--- config.mk ---
export PLATFORM = sky130hd
export DESIGN_NAME = viterbi_sched
export DESIGN_NICKNAME = d
export VERILOG_FILES = /design/src/rtl/viterbi_sched.sv
export SDC_FILE = /design/constraint.sdc
export NUM_CORES = 1
export LEC_CHECK = 0
export CORE_MARGIN = 4
export CORE_UTILIZATION = 50
export CTS_BUF_LIST = sky130_fd_sc_hd__clkbuf_8
export CTS_CLUSTER_SIZE = 8
export DETAILED_ROUTE_END_ITERATION = 8
export GPL_TIMING_DRIVEN = 0
export PLACE_DENSITY = 0.78
export SKIP_LAST_GASP = 1
export SLEW_MARGIN = 40
export SYNTH_ARGS = -nofsm -noshare
export SYNTH_HDL_FRONTEND = slang
export SYNTH_SLANG_ARGS = --single-unit
--- constraint.sdc ---
create_clock -name clk -period 2.1 [get_ports clk]
set_clock_uncertainty 0.15 [all_clocks]
set_input_delay 0.42 -clock clk [delete_from_list [all_inputs] [get_ports clk]]
set_output_delay 0.42 -clock clk [all_outputs]
set_load 0.01 [all_outputs]
--- src/rtl/viterbi_sched.sv ---
// Two-channel coded-bit collector sharing one Viterbi decoder via round-robin.
// Optional decoder watchdog enabled by defining VITERBI_SCHED_TIMEOUT_EN.
module viterbi_sched #(
   parameter int unsigned BLK_BITS    = 14,
   parameter int unsigned DEC_TIMEOUT = 32
) (
   input  logic                  clk,
   input  logic                  reset,
   input  logic                  ch0_bit,
   input  logic                  ch1_bit,
   input  logic                  ch0_vld,
   input  logic                  ch1_vld,
   output logic                  dec_start,
   output logic [BLK_BITS-1:0]   dec_block,
   input  logic                  dec_done,
   input  logic [BLK_BITS/2-1:0] dec_bits,
   output logic [BLK_BITS/2-1:0] out_bits,
   output logic                  out_ch,
   output logic                  out_valid,
   input  logic                  out_ready,
   output logic [1:0]            ovf_err,
   output logic                  tmo_err
);

`ifdef VITERBI_SCHED_TIMEOUT_EN
   localparam bit TMO_EN = 1'b1;
`else
   localparam bit TMO_EN = 1'b0;
`endif

   localparam int unsigned FILL_W = $clog2(BLK_BITS + 1);
   localparam int unsigned CNT_W  = $clog2(DEC_TIMEOUT + 1);
   localparam logic [FILL_W-1:0] FULL     = FILL_W'(BLK_BITS);
   localparam logic [CNT_W-1:0]  TMO_LAST = CNT_W'(DEC_TIMEOUT - 1);

   typedef enum logic [1:0] {StIdle, StIssue, StWait, StOut} state_e;

   state_e                  state_q, state_d;
   logic [BLK_BITS-1:0]     sbuf_q [2];
   logic [BLK_BITS-1:0]     sbuf_d [2];
   logic [FILL_W-1:0]       fill_q [2];
   logic [FILL_W-1:0]       fill_d [2];
   logic                    last_q, last_d;
   logic [BLK_BITS-1:0]     dec_block_q, dec_block_d;
   logic [BLK_BITS/2-1:0]   out_bits_q, out_bits_d;
   logic                    out_ch_q, out_ch_d;
   logic                    out_valid_q, out_valid_d;
   logic [1:0]              ovf_q, ovf_d;
   logic                    tmo_q, tmo_d;
   logic [CNT_W-1:0]        cnt_q, cnt_d;

   logic [1:0] ch_bit, ch_vld, req;
   logic       grant, gnt_ch;

   assign ch_bit = {ch1_bit, ch0_bit};
   assign ch_vld = {ch1_vld, ch0_vld};
   assign req    = {fill_q[1] == FULL, fill_q[0] == FULL};

   always_comb begin
      state_d     = state_q;
      sbuf_d      = sbuf_q;
      fill_d      = fill_q;
      last_d      = last_q;
      dec_block_d = dec_block_q;
      out_bits_d  = out_bits_q;
      out_ch_d    = out_ch_q;
      out_valid_d = out_valid_q;
      ovf_d       = ovf_q;
      tmo_d       = tmo_q;
      cnt_d       = cnt_q;
      grant       = 1'b0;
      gnt_ch      = last_q;

      unique case (state_q)
         StIdle: begin
            if (|req) begin
               grant       = 1'b1;
               // last_q names the channel served most recently; it loses a tie
               gnt_ch      = (&req) ? ~last_q : req[1];
               last_d      = gnt_ch;
               dec_block_d = sbuf_q[gnt_ch];
               state_d     = StIssue;
            end
         end
         StIssue: begin
            cnt_d   = '0;
            state_d = StWait;
         end
         StWait: begin
            if (dec_done) begin
               out_bits_d  = dec_bits;
               out_ch_d    = last_q;
               out_valid_d = 1'b1;
               state_d     = StOut;
            end else if (TMO_EN && (cnt_q == TMO_LAST)) begin
               tmo_d   = 1'b1;
               state_d = StIdle;
            end else begin
               cnt_d = cnt_q + 1'b1;
            end
         end
         StOut: begin
            if (out_ready) begin
               out_valid_d = 1'b0;
               state_d     = StIdle;
            end
         end
         default: state_d = StIdle;
      endcase

      for (int i = 0; i < 2; i++) begin
         if (grant && (gnt_ch == 1'(i))) begin
            // buffer drained this cycle, so a concurrent bit starts the next block
            fill_d[i] = ch_vld[i] ? FILL_W'(1) : '0;
            if (ch_vld[i]) sbuf_d[i][0] = ch_bit[i];
         end else if (ch_vld[i]) begin
            if (fill_q[i] == FULL) begin
               ovf_d[i] = 1'b1;
            end else begin
               sbuf_d[i][fill_q[i]] = ch_bit[i];
               fill_d[i]            = fill_q[i] + 1'b1;
            end
         end
      end
   end

   always_ff @(posedge clk or negedge reset) begin
      if (!reset) begin
         state_q     <= StIdle;
         sbuf_q      <= '{default: '0};
         fill_q      <= '{default: '0};
         last_q      <= 1'b1;
         dec_block_q <= '0;
         out_bits_q  <= '0;
         out_ch_q    <= 1'b0;
         out_valid_q <= 1'b0;
         ovf_q       <= '0;
         tmo_q       <= 1'b0;
         cnt_q       <= '0;
      end else begin
         state_q     <= state_d;
         sbuf_q      <= sbuf_d;
         fill_q      <= fill_d;
         last_q      <= last_d;
         dec_block_q <= dec_block_d;
         out_bits_q  <= out_bits_d;
         out_ch_q    <= out_ch_d;
         out_valid_q <= out_valid_d;
         ovf_q       <= ovf_d;
         tmo_q       <= tmo_d;
         cnt_q       <= cnt_d;
      end
   end

   assign dec_start = (state_q == StIssue);
   assign dec_block = dec_block_q;
   assign out_bits  = out_bits_q;
   assign out_ch    = out_ch_q;
   assign out_valid = out_valid_q;
   assign ovf_err   = ovf_q;
   assign tmo_err   = TMO_EN & tmo_q;

endmodule

==> metrics.md <==
| Metric | Value |
|---|---|
| Synth unique cells | `43` |
| Post-DP HPWL | `5370 um` |
| Pleak | `0.00174 uW` |
| Layout cells sized above 1 | `18.8%` |
| Metal3 WL | `313 um` |
| Die Area | `0.00792 sq mm` |
| Crit Path Max Fanout | `10` |
| Setup-failing EPs final | `0` |
| Synth Area in Compound Gates | `10.6%` |
| Max stage delay on crit path | `430 ps` |
| Layout Cells excl Fill | `439` |
| Syn Nets | `331` |
| Maximum VDD drop | `773 uV` |
| Routed vias/inst | `5.63` |
| Multiplexer share of the synthesized area | `13.2%` |
| CTS tree | `built` |
| Count of input and output buffers | `40` |
| Post-layout min period | `2040 ps` |
| Initial core utilization | `51.7%` |
| Asr flop ratio synth | `100%` |
| Final worst slack | `59.8 ps` |
| Clock-pin slew on the worst setup and hold paths | `60 ps` |
| Post-synthesis area per instance | `10.8 sq um` |
| M1 WL | `3210 um` |
| WP data arrival | `2100 ps` |
| Fmax | `490 MHz` |
| DRC Markers | `0` |
| Simple-gate portion of the synthesized area | `16.7%` |
| Per-cell routed wire length | `16.3 um` |
| Final instance area | `0.00398 sq mm` |
| Post-Synthesis Cells | `303` |
| Layout Nets | `385` |
| Layout area overhead | `21.4%` |
| DIE WIDTH | `89.0 um` |
| Num Clock Sinks | `64` |
| Pre-antenna DRT Iters | `4` |
| Initial antenna violation count | `0` |
| Fin. max-slew vios | `0` |
| Post-synth EDFFs | `0` |
| Area after DPL | `0.00380 sq mm` |
| Post-Synth XOR/XNOR Area | `0%` |
| Vias in the first global route | `2543` |
| # rows | `29` |
| Synth Flop Type | `dfrtp_1` |
| Largest net degree at the start of global routing | `40` |
| Critical path endpoint category | `flip-flop` |
| CP Buf/Inv Count | `2` |
| Smallest hold slack | `305 ps` |
| DP Cell Count | `421` |
| Status | `completed` |
| Met2 routed WL | `3580 um` |
| Synth Register Bits | `64` |
| Top sig layer | `met4` |
| Adder-Cell Fraction of Synth Area | `4.96%` |
| N_diodes | `0` |
| Core area | `0.00635 sq mm` |
| RSZ-0062 raised after global routing | `yes` |
| Placement Setup Slack | `11.7 ps` |
| Required time of the critical path | `2160 ps` |
| Pwr Density | `1400 mW/mm^2` |
| Clock Latency Late Sink | `340 ps` |
| Max Cap Viol | `0` |
| Final GP Congestion | `0.842` |
| H-tree levels | `3` |
| Top Family by Delay on Critical Path | `flip-flops` |
| Critical setup path kind | `reg2reg` |
| Starting DRC count in detailed routing | `137` |
| Synth warn | `0` |
| Worst-path cell chain | `inv_1 -> ha_1 -> buf_4 -> nand3_2 -> a311oi_2 -> mux2_1` |
| Clock Path Buffers | `2` |
| Die extent in y | `89.0 um` |
| Final WL | `7160 um` |
| Worst Hold Class | `reg2reg` |
| Clk root buf | `clkbuf_8` |
| Hold Fails Final Rpt | `0` |
| Critical Path Slowest Stage Cell | `dfrtp_1` |
| Total Power | `5580 uW` |
| Total gr overflow | `0` |
| Tcrit/Tclk final | `97.2%` |
| Top Ports | `42` |
| Syn Std Cell Area | `0.00328 sq mm` |
| CTS buffer count | `9` |
| DRT antenna net count | `0` |
| Sequential fraction of the synthesis area | `48.8%` |
| Largest family of logic cells by synthesized area | `simple AND/OR/NAND/NOR gates` |
| First-pass GRT wire length | `12300 um` |
| All-layer global routing usage | `20.4%` |
| Vias | `2473` |
| Startpoint types | `flip-flop` |
## cells in the mapped netlist (2+ instances only)
cell	count	area, sq um
dfrtp_1	63	1580
nand2_1	27	101
mux2_2	24	270
nand3_1	23	115
nor3_1	21	105
o21ai_0	17	85.1
a31oi_1	14	87.6
ha_1	13	163
buf_4	11	82.6
mux2_1	11	124
inv_1	9	33.8
o21ai_1	8	40.0
buf_2	6	30.0
and3b_1	4	35.0
mux2i_1	4	40.0
and3_1	3	18.8
and4_1	3	26.3
and4b_1	3	30.0
clkbuf_1	3	11.3
nand4_1	3	18.8
nor2_1	3	11.3
nor2b_1	3	18.8
a21o_1	2	15.0
a21oi_1	2	10.0
buf_6	2	22.5
nand3_2	2	20.0
o221ai_1	2	17.5
or2_2	2	12.5
## worst register-to-register path, delay by kind of cell, from the launching register on
family	cells	cell delay (ps)
flip-flops	1	430
AO/OA/AOI/OAI	1	380
buffers and inverters	2	300
AND/OR/NAND/NOR	1	160
adder cells (fa/ha/maj)	1	150
multiplexers	1	360
## metal layers
| metal | vias up | track usage (%) |
|---|---|---|
| met5 | - | 0 |
| met4 | 0 | 4.60 |
| met3 | 4 | 5.62 |
| met2 | 55 | 34.1 |
| met1 | 1207 | 26.6 |
| li1 | 1207 | - |
## path summary, 6_finish.rpt
check | slack (ps) | endpoint | startpoint | cells past startpoint
worst max register to register | 60 | state_q[1] | fill_q[4] | 6
worst max-delay path | 60 | state_q[1] | fill_q[4] | 6
worst min-delay path | 300 | ovf_err[1] | ovf_err[1] | 1
worst min register to register | 300 | ovf_err[1] | ovf_err[1] | 1
min in group asynchronous | 380 | sbuf_q[13] | reset | 2
max in group asynchronous | 840 | last_q | reset | 3
## where the power goes
group	switching (uW)	internal [uW]	leakage, uW
sequential	432	1850	0.000766
combinational	1130	1270	0.000881
clock	451	443	0.0000958
total	2010	3560	0.00174
## cell families (layout without fill, tap and decap cells)
group	after synthesis	in the layout
buffers and inverters	31	90
AND/OR/NAND/NOR	100	100
AO/OA/AOI/OAI	55	55
adder cells (fa/ha/maj)	13	13
flip-flops	64	64
other	1	1
multiplexers	39	39
## per-stage QoR
| step | util, % | TNS, ps |
|---|---|---|
| 4_1_cts | 62.6 | 0 |
| 5_1_grt | 62.7 | -39.7 |
| 3_3_place_gp | 59.5 | -105680 |
| 2_1_floorplan | - | 0 |
| 6_report | 62.7 | 0 |
| 3_5_place_dp | 59.8 | 0 |
## area by class of cell
class | instances | area [sq um]
inverter | 9 | 33.8
sequential | 64 | 1600
clock inverter | 6 | 28.8
fill | 499 | 2370
multi-input combinational | 208 | 1500
buffer | 22 | 146
tap | 77 | 96.3
timing repair buffer | 43 | 434
clock buffer | 10 | 138
## sequential cells by signal, summed over array words and instances, names as in the netlist
register   cells
last_q         1
fill_q         8
out_ch         1
state_q        2
ovf_err        2
sbuf_q        28
out_bits       7
out_valid      1
dec_block     14
## what timing repair did
action,4_1_cts,5_1_grt
hold endpoints to repair,25,0
setup buffers,0,1
pin swaps,0,1
hold buffers,1,0
resized for setup,2,1
setup endpoints to repair,2,13
## layout by cell type (no fill, tap or decap), types with 2 or more instances in the layout
cell type / n
o21ai_0: 17
ha_2: 2
nor3_1: 21
and4_1: 3
nor2b_1: 3
inv_1: 12
mux2_1: 11
clkinv_2: 2
and3_1: 3
a21oi_1: 2
clkbuf_8: 10
buf_2: 6
nand4_1: 3
and3b_1: 4
mux2_2: 24
a21o_1: 2
mux2i_1: 4
a31oi_1: 14
and4b_1: 3
clkdlybuf4s50_1: 38
buf_6: 2
ha_1: 11
buf_4: 13
nor2_1: 3
or2_2: 2
dfrtp_1: 63
clkbuf_1: 3
o21ai_1: 8
nand3_1: 23
o221ai_1: 2
nand2_1: 27
nand3_2: 2
No activity file was read; power rests on OpenSTA's default activity.
